==> config.mk <==
export PLATFORM = sky130hd
export DESIGN_NAME = note_sequencer
export DESIGN_NICKNAME = d
export VERILOG_FILES = /design/src/rtl/tuner_pkg.sv /design/src/rtl/song_rom.sv /design/src/rtl/note_sequencer.sv
export SDC_FILE = /design/constraint.sdc
export NUM_CORES = 1
export LEC_CHECK = 0
export ABC_AREA = 1
export CAP_MARGIN = 20
export CORE_ASPECT_RATIO = 0.75
export CORE_MARGIN = 2
export CORE_UTILIZATION = 50
export DETAILED_ROUTE_END_ITERATION = 6
export HOLD_SLACK_MARGIN = 0.12
export PLACE_DENSITY_LB_ADDON = 0.2
export SYNTH_ARGS = -nofsm -noshare
export SYNTH_HDL_FRONTEND = slang
export SYNTH_SLANG_ARGS = --single-unit
==> constraint.sdc <==
create_clock -name clk -period 1.5 [get_ports clk]
set_input_delay 0.225 -clock clk [delete_from_list [all_inputs] [get_ports clk]]
set_output_delay 0.225 -clock clk [all_outputs]
set_load 0.05 [all_outputs]
==> src/rtl/tuner_pkg.sv <==
// Shared definitions for the tone-generator front end.
// Contents:
//   - note codes that match the square-wave generator LUT
//   - bit positions of the fields in a song entry, and the end-of-song marker
//   - state encoding of the note sequencer
//   - song_entry(): packs one song table word
package tuner_pkg;

  localparam logic [2:0] NOTE_C  = 3'd0;
  localparam logic [2:0] NOTE_D  = 3'd1;
  localparam logic [2:0] NOTE_E  = 3'd2;
  localparam logic [2:0] NOTE_F  = 3'd3;
  localparam logic [2:0] NOTE_G  = 3'd4;
  localparam logic [2:0] NOTE_A  = 3'd5;
  localparam logic [2:0] NOTE_B  = 3'd6;
  localparam logic [2:0] NOTE_C5 = 3'd7;

  // Song entry layout: [7:5] note, [4] rest, [3:0] duration units.
  localparam int NOTE_MSB  = 7;
  localparam int NOTE_LSB  = 5;
  localparam int REST_BIT  = 4;
  localparam int UNITS_MSB = 3;
  localparam int UNITS_LSB = 0;

  // A duration of zero units marks the end of the song.
  localparam logic [3:0] END_UNITS = 4'd0;
  localparam logic [7:0] END_ENTRY = 8'h00;

  typedef enum logic [2:0] {
    S_IDLE   = 3'd0,
    S_FETCH  = 3'd1,
    S_LOAD   = 3'd2,
    S_PLAY   = 3'd3,
    S_GAP    = 3'd4,
    S_FINISH = 3'd5
  } seq_state_t;

  function automatic logic [7:0] song_entry(input logic [2:0] note,
                                            input logic       rest,
                                            input logic [3:0] units);
    return {note, rest, units};
  endfunction

endpackage

==> src/rtl/song_rom.sv <==
// Song table: SONG_LEN x 8-bit constant table with a one-clock registered read.
// SONG_ID picks one of the built-in tables:
//   0 = demo melody, 1 = one note then END, 2 = rest + note then END,
//   3 = full table with no END marker (entry i plays note i mod 8 for 1 unit).
// Ports:
//   clk   in   system clock
//   addr  in   table address (ADDR_W bits)
//   data  out  entry at the address presented on the previous clock
module song_rom
  import tuner_pkg::*;
#(
  parameter int SONG_LEN = 16,
  parameter int ADDR_W   = $clog2(SONG_LEN),
  parameter int SONG_ID  = 0
) (
  input  logic              clk,
  input  logic [ADDR_W-1:0] addr,
  output logic [7:0]        data
);

  logic [7:0] data_r;

  function automatic logic [7:0] lookup(input int a);
    logic [7:0] w;
    w = END_ENTRY;
    case (SONG_ID)
      32'd1: begin
        case (a)
          32'd0:   w = song_entry(NOTE_F, 1'b0, 4'd2);
          default: w = END_ENTRY;
        endcase
      end
      32'd2: begin
        case (a)
          32'd0:   w = song_entry(NOTE_A, 1'b1, 4'd1);
          32'd1:   w = song_entry(NOTE_E, 1'b0, 4'd1);
          default: w = END_ENTRY;
        endcase
      end
      32'd3: w = song_entry(3'(a), 1'b0, 4'd1);
      default: begin
        case (a)
          32'd0:   w = song_entry(NOTE_E, 1'b0, 4'd2);
          32'd1:   w = song_entry(NOTE_E, 1'b0, 4'd2);
          32'd2:   w = song_entry(NOTE_F, 1'b0, 4'd2);
          32'd3:   w = song_entry(NOTE_G, 1'b0, 4'd2);
          32'd4:   w = song_entry(NOTE_G, 1'b0, 4'd2);
          32'd5:   w = song_entry(NOTE_F, 1'b0, 4'd2);
          32'd6:   w = song_entry(NOTE_E, 1'b0, 4'd2);
          32'd7:   w = song_entry(NOTE_D, 1'b0, 4'd2);
          32'd8:   w = song_entry(NOTE_C, 1'b0, 4'd2);
          32'd9:   w = song_entry(NOTE_C, 1'b0, 4'd2);
          32'd10:  w = song_entry(NOTE_D, 1'b0, 4'd2);
          32'd11:  w = song_entry(NOTE_E, 1'b0, 4'd2);
          32'd12:  w = song_entry(NOTE_E, 1'b0, 4'd3);
          32'd13:  w = song_entry(NOTE_D, 1'b0, 4'd1);
          32'd14:  w = song_entry(NOTE_D, 1'b0, 4'd4);
          default: w = END_ENTRY;
        endcase
      end
    endcase
    return w;
  endfunction

  // Registered table read.
  always_ff @(posedge clk) begin
    data_r <= lookup(int'(addr));
  end

  assign data = data_r;

endmodule

==> src/rtl/note_sequencer.sv <==
// Note sequencer: walks the song table and drives the tone generator's note
// select and enable. Each entry sounds for units*UNIT_TICKS audio strobes and
// is followed by GAP_TICKS silent strobes.
// Ports:
//   clk      in   system clock
//   reset    in   synchronous active-low reset
//   clk_aud  in   audio sample strobe, one clk wide
//   start    in   begin playback from entry 0 (honoured only when idle)
//   stop     in   abort playback (wins over everything except reset)
//   loop     in   at end of song: 1 = restart from entry 0
//   select   out  note code to tone generator
//   enable   out  tone generator enable
//   busy     out  high in every state except IDLE
//   index    out  current song table address
//   done     out  one-clk pulse at end of song
module note_sequencer
  import tuner_pkg::*;
#(
  parameter  int SONG_LEN   = 16,
  parameter  int UNIT_TICKS = 6000,
  parameter  int GAP_TICKS  = 480,
  parameter  int SONG_ID    = 0,
  localparam int ADDR_W     = $clog2(SONG_LEN)
) (
  input  logic              clk,
  input  logic              reset,
  input  logic              clk_aud,
  input  logic              start,
  input  logic              stop,
  input  logic              loop,
  output logic [2:0]        select,
  output logic              enable,
  output logic              busy,
  output logic [ADDR_W-1:0] index,
  output logic              done
);

  localparam int TICK_W = (UNIT_TICKS > 1) ? $clog2(UNIT_TICKS) : 1;
  localparam int GAP_W  = $clog2(GAP_TICKS + 1);
  localparam logic [TICK_W-1:0] TICK_LAST  = TICK_W'(UNIT_TICKS - 1);
  localparam logic [GAP_W-1:0]  GAP_LAST   = GAP_W'(GAP_TICKS - 1);
  localparam logic [ADDR_W-1:0] INDEX_LAST = ADDR_W'(SONG_LEN - 1);

  seq_state_t        state_r;
  logic [2:0]        select_r;
  logic              enable_r;
  logic              busy_r;
  logic              done_r;
  logic [ADDR_W-1:0] index_r;
  logic [TICK_W-1:0] tick_cnt_r;
  logic [3:0]        unit_cnt_r;
  logic [GAP_W-1:0]  gap_cnt_r;

  logic [7:0]        rom_word_s;
  logic [2:0]        entry_note_s;
  logic              entry_rest_s;
  logic [3:0]        entry_units_s;

  // The ROM is addressed straight from index_r, so the word for the entry
  // selected in FETCH is valid when the FSM reaches LOAD.
  song_rom #(
    .SONG_LEN (SONG_LEN),
    .ADDR_W   (ADDR_W),
    .SONG_ID  (SONG_ID)
  ) u_song_rom (
    .clk  (clk),
    .addr (index_r),
    .data (rom_word_s)
  );

  assign entry_note_s  = rom_word_s[NOTE_MSB:NOTE_LSB];
  assign entry_rest_s  = rom_word_s[REST_BIT];
  assign entry_units_s = rom_word_s[UNITS_MSB:UNITS_LSB];

  // Sequencer FSM with all outputs registered.
  always_ff @(posedge clk) begin
    if (!reset) begin
      state_r    <= S_IDLE;
      select_r   <= 3'd0;
      enable_r   <= 1'b0;
      busy_r     <= 1'b0;
      done_r     <= 1'b0;
      index_r    <= '0;
      tick_cnt_r <= '0;
      unit_cnt_r <= 4'd0;
      gap_cnt_r  <= '0;
    end else if (stop && (state_r != S_IDLE)) begin
      // Abort: silent return to IDLE, no done pulse.
      state_r    <= S_IDLE;
      select_r   <= 3'd0;
      enable_r   <= 1'b0;
      busy_r     <= 1'b0;
      done_r     <= 1'b0;
      index_r    <= '0;
      tick_cnt_r <= '0;
      unit_cnt_r <= 4'd0;
      gap_cnt_r  <= '0;
    end else begin
      done_r <= 1'b0;
      case (state_r)
        S_IDLE: begin
          if (start && !stop) begin
            state_r <= S_FETCH;
            index_r <= '0;
            busy_r  <= 1'b1;
          end else begin
            state_r <= S_IDLE;
          end
        end
        S_FETCH: begin
          state_r <= S_LOAD;
        end
        S_LOAD: begin
          if (entry_units_s == END_UNITS) begin
            state_r  <= S_FINISH;
            enable_r <= 1'b0;
            done_r   <= 1'b1;
          end else begin
            state_r    <= S_PLAY;
            select_r   <= entry_note_s;
            enable_r   <= ~entry_rest_s;
            unit_cnt_r <= entry_units_s;
            tick_cnt_r <= '0;
          end
        end
        S_PLAY: begin
          if (clk_aud) begin
            if (tick_cnt_r == TICK_LAST) begin
              tick_cnt_r <= '0;
              unit_cnt_r <= unit_cnt_r - 4'd1;
              // Last unit just completed: sounding time is exactly units*UNIT_TICKS.
              if (unit_cnt_r == 4'd1) begin
                state_r   <= S_GAP;
                enable_r  <= 1'b0;
                gap_cnt_r <= '0;
              end else begin
                state_r <= S_PLAY;
              end
            end else begin
              tick_cnt_r <= tick_cnt_r + TICK_W'(1);
            end
          end else begin
            state_r <= S_PLAY;
          end
        end
        S_GAP: begin
          if (clk_aud) begin
            if (gap_cnt_r == GAP_LAST) begin
              gap_cnt_r <= '0;
              if (index_r == INDEX_LAST) begin
                state_r <= S_FINISH;
                done_r  <= 1'b1;
              end else begin
                state_r <= S_FETCH;
                index_r <= index_r + ADDR_W'(1);
              end
            end else begin
              gap_cnt_r <= gap_cnt_r + GAP_W'(1);
            end
          end else begin
            state_r <= S_GAP;
          end
        end
        S_FINISH: begin
          index_r <= '0;
          if (loop) begin
            state_r <= S_FETCH;
          end else begin
            state_r  <= S_IDLE;
            select_r <= 3'd0;
            busy_r   <= 1'b0;
          end
        end
        default: begin
          state_r  <= S_IDLE;
          select_r <= 3'd0;
          enable_r <= 1'b0;
          busy_r   <= 1'b0;
          index_r  <= '0;
        end
      endcase
    end
  end

  assign select = select_r;
  assign enable = enable_r;
  assign busy   = busy_r;
  assign index  = index_r;
  assign done   = done_r;

endmodule

==> impl_metrics.xml, run 1 <==
<?xml version="1.0" encoding="UTF-8"?>
<metrics>
  <group name="routing">
    <metric name="drt_drc_violations_left" unit="">0</metric>
    <metric name="detailedRoute.firstPassIterationCount" unit="">4</metric>
    <metric name="num_vias" unit="">2657</metric>
    <metric name="drtIter0Drc" unit="">138</metric>
    <metric name="detail_route.wirelength" unit="um">6350</metric>
    <metric name="drtAntennaViolNets" unit="">0</metric>
    <metric name="vias_per_cell" unit="">5.17</metric>
    <metric name="detail_route.wl_per_cell" unit="um">12.4</metric>
  </group>
  <group name="flow_run">
    <metric name="drv_cap" unit="">0</metric>
  </group>
  <group name="setup_path">
    <metric name="timing_worst_setup_path_type" unit="">in2reg</metric>
    <metric name="timing.critical_path.arrival" unit="ns">1.73</metric>
    <metric name="timing.critical_path.fanout_max" unit="">3</metric>
    <metric name="critical_path.startpoint_type" unit="">input port</metric>
    <metric name="r2r_start" unit="">state_r[2]$_SDFFE_PP0P_</metric>
    <metric name="crit-reg2reg-capture" unit="">state_r[2]$_SDFFE_PP0P_</metric>
    <metric name="reg2reg_depth" unit="">8</metric>
    <metric name="worst_setup_path_end_kind" unit="">flop</metric>
    <metric name="timing.critical_path.required" unit="ns">1.73</metric>
    <metric name="setup_slack_on_the_worst_flop_to_flop_path" unit="ns">-0.003</metric>
  </group>
  <group name="logic_synthesis">
    <metric name="syn_inst" unit="">395</metric>
    <metric name="synth_top_cell_area_share" unit="">0.361</metric>
    <metric name="ys_seq_area_frac" unit="">0.361</metric>
    <metric name="synth.net_count" unit="">408</metric>
    <metric name="synth.lib_cells_used.distinct" unit="">27</metric>
    <metric name="main_combinational_cell_family_by_area_after_synthesis" unit="">simple AND/OR/NAND/NOR gates</metric>
    <metric name="complex_gate_fraction_of_the_synthesized_area" unit="">0.0861</metric>
    <metric name="avgSynthCellArea" unit="sq um">6.33</metric>
    <metric name="adder_cell_share_of_the_synthesized_area" unit="">0.0351</metric>
    <metric name="synth.area.mux_share" unit="">0</metric>
    <metric name="synth.yosys.warnings" unit="">0</metric>
    <metric name="synth_seq_cells" unit="">45</metric>
    <metric name="synth_xor_area_frac" unit="">0.00351</metric>
    <metric name="synthTopCellsByCount" unit="">nand2_1, nand3_1, nor2_1</metric>
    <metric name="async_reset_ff_frac" unit="">0</metric>
    <metric name="most_used_standard_cell_by_instance_count_after_synthesis" unit="">nand2_1</metric>
    <metric name="post_synth_edffs" unit="">0</metric>
    <metric name="synth.largest_area_cell" unit="">dfxtp_1</metric>
    <metric name="synth_area_leaders" unit="">dfxtp_1, nand2_1, nand3_1, nor2_1, inv_1</metric>
    <metric name="post_synth_instance_area" unit="sq um">2500</metric>
    <metric name="dominantRegCellSynth" unit="">dfxtp_1</metric>
    <metric name="synthSimpleGateAreaFrac" unit="">0.415</metric>
  </group>
  <group name="sta">
    <metric name="timing.setup.tns" unit="ns">-0.00256</metric>
    <metric name="grt_setup_unrepaired" unit="">yes</metric>
    <metric name="hold_violations" unit="">0</metric>
    <metric name="setup_viol" unit="">1</metric>
    <metric name="slew-limit-headroom" unit="">0.770</metric>
    <metric name="achievable-frequency" unit="MHz">666</metric>
    <metric name="finalWorstPathRequiredPeriod" unit="ns">1.50</metric>
    <metric name="worst_clock_skew_on_the_final_layout" unit="ns">0.0117</metric>
    <metric name="fin_ws" unit="ns">-0.00256</metric>
    <metric name="period_share" unit="">1.00</metric>
    <metric name="max_slew.worst_pin.slew" unit="ns">0.342</metric>
    <metric name="drv_slew" unit="">0</metric>
  </group>
  <group name="grt">
    <metric name="globalRouteOverflowTotal" unit="">0</metric>
    <metric name="pin_count_of_the_biggest_net_entering_global_routing" unit="">22</metric>
    <metric name="grt_pass1_vias" unit="">2348</metric>
    <metric name="grt_first_pass_wirelength" unit="um">10400</metric>
    <metric name="antenna_found_initial" unit="">0</metric>
    <metric name="gr-usage-all-layers" unit="">0.229</metric>
  </group>
  <group name="outcome">
    <metric name="failed_checks" unit="">negative setup slack</metric>
    <metric name="run_status" unit="">complete, but fails checks</metric>
  </group>
  <group name="min_path">
    <metric name="timing.hold.worst_endpoint" unit="">select[1]$_SDFFE_PP0P_</metric>
    <metric name="worstHoldPathCells" unit="">2</metric>
    <metric name="holdCritStartpoint" unit="">u_song_rom.data[6]$_DFF_P_</metric>
    <metric name="hold_class" unit="">reg2reg</metric>
  </group>
  <group name="place">
    <metric name="preCtsSetupSlack" unit="ns">-0.164</metric>
    <metric name="gpl.final_weighted_congestion" unit="">0.879</metric>
    <metric name="port-buffer-count" unit="">15</metric>
    <metric name="hpwlAfterDp" unit="um">4500</metric>
  </group>
  <group name="clock_tree">
    <metric name="max-clock-path-buffers" unit="">2</metric>
    <metric name="clkLatencyLatePin" unit="ns">0.30</metric>
    <metric name="cts_made_buffers" unit="">5</metric>
    <metric name="cts_tree" unit="">built</metric>
    <metric name="postCtsHoldBufs" unit="">0</metric>
    <metric name="htreeDepth" unit="">2</metric>
    <metric name="cts_root_buf" unit="">clkbuf_8</metric>
    <metric name="clk_pin_slew" unit="ns">0.09</metric>
    <metric name="clkSinkCount" unit="">45</metric>
  </group>
  <group name="pwr">
    <metric name="share_seq_of_total_power" unit="">0.478</metric>
    <metric name="leakagePower" unit="nW">1.42</metric>
    <metric name="powerDensity" unit="nW/um^2">782</metric>
    <metric name="combPwrFrac" unit="">0.233</metric>
    <metric name="cell_internal_pwr" unit="mW">1.86</metric>
    <metric name="peakVddDrop" unit="uV">597</metric>
    <metric name="clock_power_share" unit="">0.289</metric>
    <metric name="total_power" unit="mW">2.67</metric>
    <metric name="total_switching_power" unit="mW">0.813</metric>
    <metric name="p_sw_frac" unit="">0.304</metric>
  </group>
  <group name="die">
    <metric name="placement_rows" unit="">22</metric>
    <metric name="fp.coreArea" unit="sq um">4840</metric>
    <metric name="die_height" unit="um">65.2</metric>
    <metric name="floorplan.initialDensity" unit="">0.516</metric>
    <metric name="fp.dieW" unit="um">85.6</metric>
    <metric name="fp.dieArea" unit="sq um">5580</metric>
    <metric name="io-pin-count" unit="">16</metric>
  </group>
  <group name="finish">
    <metric name="final_layout_size_suffix_gt1_frac" unit="">0.269</metric>
    <metric name="nNetsFinal" unit="">467</metric>
    <metric name="area.growth.synth_to_final" unit="%">36.7</metric>
    <metric name="antenna_cells_inserted" unit="">0</metric>
  </group>
</metrics>
[cell type report]
| class | instances | area [sq um] |
|---|---|---|
| clock buffers | 6 | 82.6 |
| clock inverters | 1 | 7.51 |
| fillers | 402 | 1430 |
| inverters | 49 | 186 |
| multi-input cells | 291 | 1530 |
| flip-flops and latches | 45 | 917 |
| well taps | 60 | 75.1 |
| repair buffers | 62 | 621 |
[state kept, by name, summed over array words and instances, names as in the netlist]
signal,count
tick_cnt_r,13
gap_cnt_r,9
u_song_rom.data,6
index,4
unit_cnt_r,4
select,3
state_r,3
busy,1
done,1
enable,1
[cell usage in the layout (no fill, tap or decap), types with 2 or more instances in the layout]
master           count
nand2_1            104
nand3_1             51
nor2_1              47
buf_4               45
inv_1               41
dfxtp_1             38
a21oi_1             16
a21oi_2             11
nand2_2              9
o21ai_0              8
buf_12               8
inv_2                7
nand4_1              6
clkbuf_8             6
nand2_4              5
ha_1                 5
clkdlybuf4s50_1      5
dfxtp_2              4
nor2_2               3
nor2_4               3
nor3_1               3
nand3_2              3
dfxtp_4              3
a31oi_1              2
nand3_4              2
nor3_2               2
clkbuf_16            2
buf_6                2
[worst max-delay path, cell delays in order]
cell and delay (ns):
clkdlybuf4s50_1 0.54, nand4_1 0.25, buf_4 0.22, inv_1 0.09, nand2_1 0.07, nand3_1 0.09, nand3_1 0.10, a21oi_2 0.15
[power groups by stage]
stage	Combinational (mW)	Clock, mW	Sequential [mW]
4_1_cts	0.548	0.783	1.27
3_3_place_gp	0.539	0	1.30
3_5_place_dp	0.544	0	1.30
2_1_floorplan	0.298	0	1.34
5_1_grt	0.681	0.850	1.28
6_report	0.623	0.771	1.28
[cell families after synthesis]
group | Yosys count
buffers and inverters | 59
AO/OA/AOI/OAI | 41
adder cells (fa/ha/maj) | 7
AND/OR/NAND/NOR | 242
XOR/XNOR | 1
flip-flops | 45
[stage by stage]
| step | hold WS (ns) | area (sq um) | std cells | util |
|---|---|---|---|---|
| final | 0.453 | 3410 | 514 | 0.705 |
| after detailed placement | 0.444 | 3020 | 498 | 0.624 |
| after global placement | 0.438 | 3020 | 498 | 0.624 |
| after floorplan | 0.385 | 2500 | 395 | - |
| after global routing | 0.482 | 3410 | 514 | 0.705 |
| after CTS | 0.456 | 3130 | 505 | 0.646 |
[how the worst max path moves through the flow]
stage,start,to,slack [ns],depth (start not counted)
final,clk_aud,state_r[2]$_SDFFE_PP0P_,-0.003,8
after global routing,clk_aud,state_r[2]$_SDFFE_PP0P_,-0.07,8
after CTS,tick_cnt_r[0]$_SDFFE_PP0P_,gap_cnt_r[7]$_SDFFE_PP0P_,0.005,9
after detailed placement,clk_aud,tick_cnt_r[3]$_SDFFE_PP0P_,-0.16,8
after global placement,clk_aud,tick_cnt_r[8]$_SDFFE_PP0P_,-0.13,7
after floorplan,index[2]$_SDFFE_PP0P_,index[2]$_SDFFE_PP0P_,0.008,7
[what timing repair did]
action	4_1_cts	5_1_grt
buffers inserted	0	7
pin swaps	1	10
resized for setup	7	53
endpoints found under the setup margin	24	35
gates cloned	0	2
[per-layer routing]
metal,share of wire,GRT usage,vias up
met2,0.45,0.368,61
met4,0.0057,0.0536,0
met5,0,0,-
li1,-,-,1382
met3,0.039,0.0540,4
met1,0.50,0.313,1210
(Power assumes the default switching activity.)
==> run 2: changes to the inputs <==
Settings changed: SLEW_MARGIN from default to 40.
==> results of run 2 <==
Final layout, timing and power as in run 1 (identical DEF).
==> run 3: changes to the inputs <==
Settings changed: REMOVE_ABC_BUFFERS from default to 1, SKIP_CTS_REPAIR_TIMING from default to 1.
==> impl_metrics.xml, run 3 (synthesis gave the netlist of run 1 again) <==
<?xml version="1.0" encoding="UTF-8"?>
<metrics>
  <group name="grt">
    <metric name="pin_count_of_the_biggest_net_entering_global_routing" unit="">19</metric>
    <metric name="grt_first_pass_wirelength" unit="um">10100</metric>
    <metric name="gr-usage-all-layers" unit="">0.226</metric>
    <metric name="globalRouteOverflowTotal" unit="">0</metric>
    <metric name="antenna_found_initial" unit="">0</metric>
    <metric name="grt_pass1_vias" unit="">2343</metric>
  </group>
  <group name="sta">
    <metric name="achievable-frequency" unit="MHz">697</metric>
    <metric name="finalWorstPathRequiredPeriod" unit="ns">1.44</metric>
    <metric name="setup_viol" unit="">0</metric>
    <metric name="period_share" unit="">0.957</metric>
    <metric name="max_slew.worst_pin.slew" unit="ns">0.219</metric>
    <metric name="hold_violations" unit="">0</metric>
    <metric name="worst_clock_skew_on_the_final_layout" unit="ns">0.0142</metric>
    <metric name="hold_ws" unit="ns">0.463</metric>
    <metric name="slew-limit-headroom" unit="">0.853</metric>
    <metric name="grt_setup_unrepaired" unit="">yes</metric>
    <metric name="drv_slew" unit="">0</metric>
  </group>
  <group name="die">
    <metric name="fp.dieArea" unit="sq um">5580</metric>
    <metric name="die_height" unit="um">65.2</metric>
    <metric name="fp.coreArea" unit="sq um">4840</metric>
    <metric name="floorplan.initialDensity" unit="">0.516</metric>
    <metric name="placement_rows" unit="">22</metric>
    <metric name="fp.dieW" unit="um">85.6</metric>
    <metric name="io-pin-count" unit="">16</metric>
  </group>
  <group name="setup_path">
    <metric name="critical_path.startpoint_type" unit="">flop</metric>
    <metric name="worstPathBufferInverterCount" unit="">2</metric>
    <metric name="worst_path_max_delay_cell" unit="">dfxtp_2</metric>
    <metric name="worst_path_most_repeated_cell" unit="">nand3_4</metric>
    <metric name="timing.critical_path.required" unit="ns">1.70</metric>
    <metric name="timing.critical_path.fanout_max" unit="">4</metric>
    <metric name="critPathMaxStageDelay" unit="ns">0.36</metric>
    <metric name="worst_setup_path_end_kind" unit="">flop</metric>
    <metric name="timing.critical_path.arrival" unit="ns">1.63</metric>
    <metric name="timing_worst_setup_path_type" unit="">reg2reg</metric>
    <metric name="worstPathCellList" unit="">ha_4, nand3_4, nor2_4, nand3_4, buf_4, nand2_1, inv_2, a21oi_2, nor2_1</metric>
    <metric name="critPathTopFamily" unit="">simple AND/OR/NAND/NOR gates</metric>
  </group>
  <group name="pwr">
    <metric name="powerDensity" unit="nW/um^2">774</metric>
    <metric name="total_switching_power" unit="mW">0.838</metric>
    <metric name="clock_power_share" unit="">0.276</metric>
    <metric name="combPwrFrac" unit="">0.248</metric>
    <metric name="p_sw_frac" unit="">0.311</metric>
    <metric name="cell_internal_pwr" unit="mW">1.85</metric>
    <metric name="peakVddDrop" unit="uV">616</metric>
    <metric name="leakagePower" unit="nW">1.46</metric>
    <metric name="share_seq_of_total_power" unit="">0.476</metric>
  </group>
  <group name="routing">
    <metric name="drtIter0Drc" unit="">178</metric>
    <metric name="detail_route.wirelength" unit="um">6680</metric>
    <metric name="detail_route.wl_per_cell" unit="um">12.8</metric>
    <metric name="drtAntennaViolNets" unit="">0</metric>
    <metric name="detailedRoute.firstPassIterationCount" unit="">5</metric>
    <metric name="vias_per_cell" unit="">5.20</metric>
    <metric name="num_vias" unit="">2719</metric>
    <metric name="drt_drc_violations_left" unit="">0</metric>
  </group>
  <group name="clock_tree">
    <metric name="clkLatencyLatePin" unit="ns">0.31</metric>
    <metric name="clk_pin_slew" unit="ns">0.09</metric>
    <metric name="cts_made_buffers" unit="">5</metric>
    <metric name="htreeDepth" unit="">2</metric>
    <metric name="cts_tree" unit="">built</metric>
    <metric name="cts_root_buf" unit="">clkbuf_8</metric>
    <metric name="max-clock-path-buffers" unit="">2</metric>
    <metric name="clkSinkCount" unit="">45</metric>
  </group>
  <group name="flow_run">
    <metric name="drv_cap" unit="">0</metric>
  </group>
  <group name="finish">
    <metric name="area.growth.synth_to_final" unit="%">39.1</metric>
    <metric name="final_cell_mix" unit="">nand2_1, nand3_1, buf_4</metric>
    <metric name="final_common_cell" unit="">nand2_1</metric>
    <metric name="largest_register_ffs" unit="">13</metric>
    <metric name="nNetsFinal" unit="">475</metric>
    <metric name="largest_register" unit="">tick_cnt_r</metric>
    <metric name="final_layout_size_suffix_gt1_frac" unit="">0.268</metric>
    <metric name="finish.cell_count_without_fillers" unit="">523</metric>
    <metric name="regArea" unit="sq um">920</metric>
    <metric name="antenna_cells_inserted" unit="">0</metric>
    <metric name="multiInputGateArea" unit="sq um">1520</metric>
    <metric name="fill_cells" unit="">388</metric>
  </group>
  <group name="outcome">
    <metric name="run_status" unit="">finished clean</metric>
  </group>
  <group name="min_path">
    <metric name="hold_class" unit="">reg2reg</metric>
  </group>
  <group name="place">
    <metric name="gpl.final_weighted_congestion" unit="">0.919</metric>
    <metric name="place_inst" unit="">503</metric>
    <metric name="port-buffer-count" unit="">15</metric>
    <metric name="hpwlAfterDp" unit="um">4550</metric>
  </group>
</metrics>
## run 3: cell count changes in the layout (fill, tap and decap cells not counted), sizes merged
cell	delta
buf	+8
clkinv	+3
clkinvlp	-1
inv	-1
## run 3: final timing paths
path | startpoint | endpoint | slack [ns] | depth (start not counted)
worst min-delay path | select[0]$_SDFFE_PP0P_ | select[0]$_SDFFE_PP0P_ | 0.46 | 2
worst max register to register | tick_cnt_r[1]$_SDFFE_PP0P_ | state_r[1]$_SDFFE_PP0P_ | 0.06 | 9
worst max-delay path | tick_cnt_r[1]$_SDFFE_PP0P_ | state_r[1]$_SDFFE_PP0P_ | 0.06 | 9
worst min register to register | select[0]$_SDFFE_PP0P_ | select[0]$_SDFFE_PP0P_ | 0.46 | 2
## run 3: metal layers
metal	vias up	wire [um]	global-route usage
met4	0	51	0.0675
met3	7	308	0.0427
met1	1250	3260	0.312
met2	60	3060	0.362
met5	-	0	0
li1	1402	-	-
## run 3: worst min-delay path: stages, from the launching register on
cell and delay (ns):
dfxtp_1 0.31, nand2_1 0.06, a21oi_1 0.05
## run 3: cell type report
cell class,count,area share
well taps,60,0.0216
inverters,49,0.0551
repair buffers,70,0.198
clock buffers,6,0.0209
multi-input cells,291,0.437
flip-flops and latches,45,0.265
clock inverters,2,0.00288
## run 3: power by group through the flow
stage          clock [mW]  sequential [mW]  combinational [mW]
5_1_grt             0.810             1.29               0.725
4_1_cts             0.752             1.27               0.563
3_5_place_dp            0             1.30               0.559
2_1_floorplan           0             1.34               0.261
6_report            0.743             1.28               0.667
3_3_place_gp            0             1.30               0.551
## run 3: stage by stage
step / setup slack (ns) / setup TNS [ns] / area (sq um) / util / total power, mW
after floorplan: -0.239 / -4.33 / 2430 / - / 1.60
after global placement: -0.0797 / -1.26 / 3060 / 0.631 / 1.85
after detailed placement: -0.117 / -1.86 / 3060 / 0.631 / 1.86
after CTS: -0.0520 / -0.659 / 3140 / 0.648 / 2.59
after global routing: -0.0451 / -0.183 / 3480 / 0.717 / 2.82
final: 0.0646 / 0 / 3480 / 0.717 / 2.69
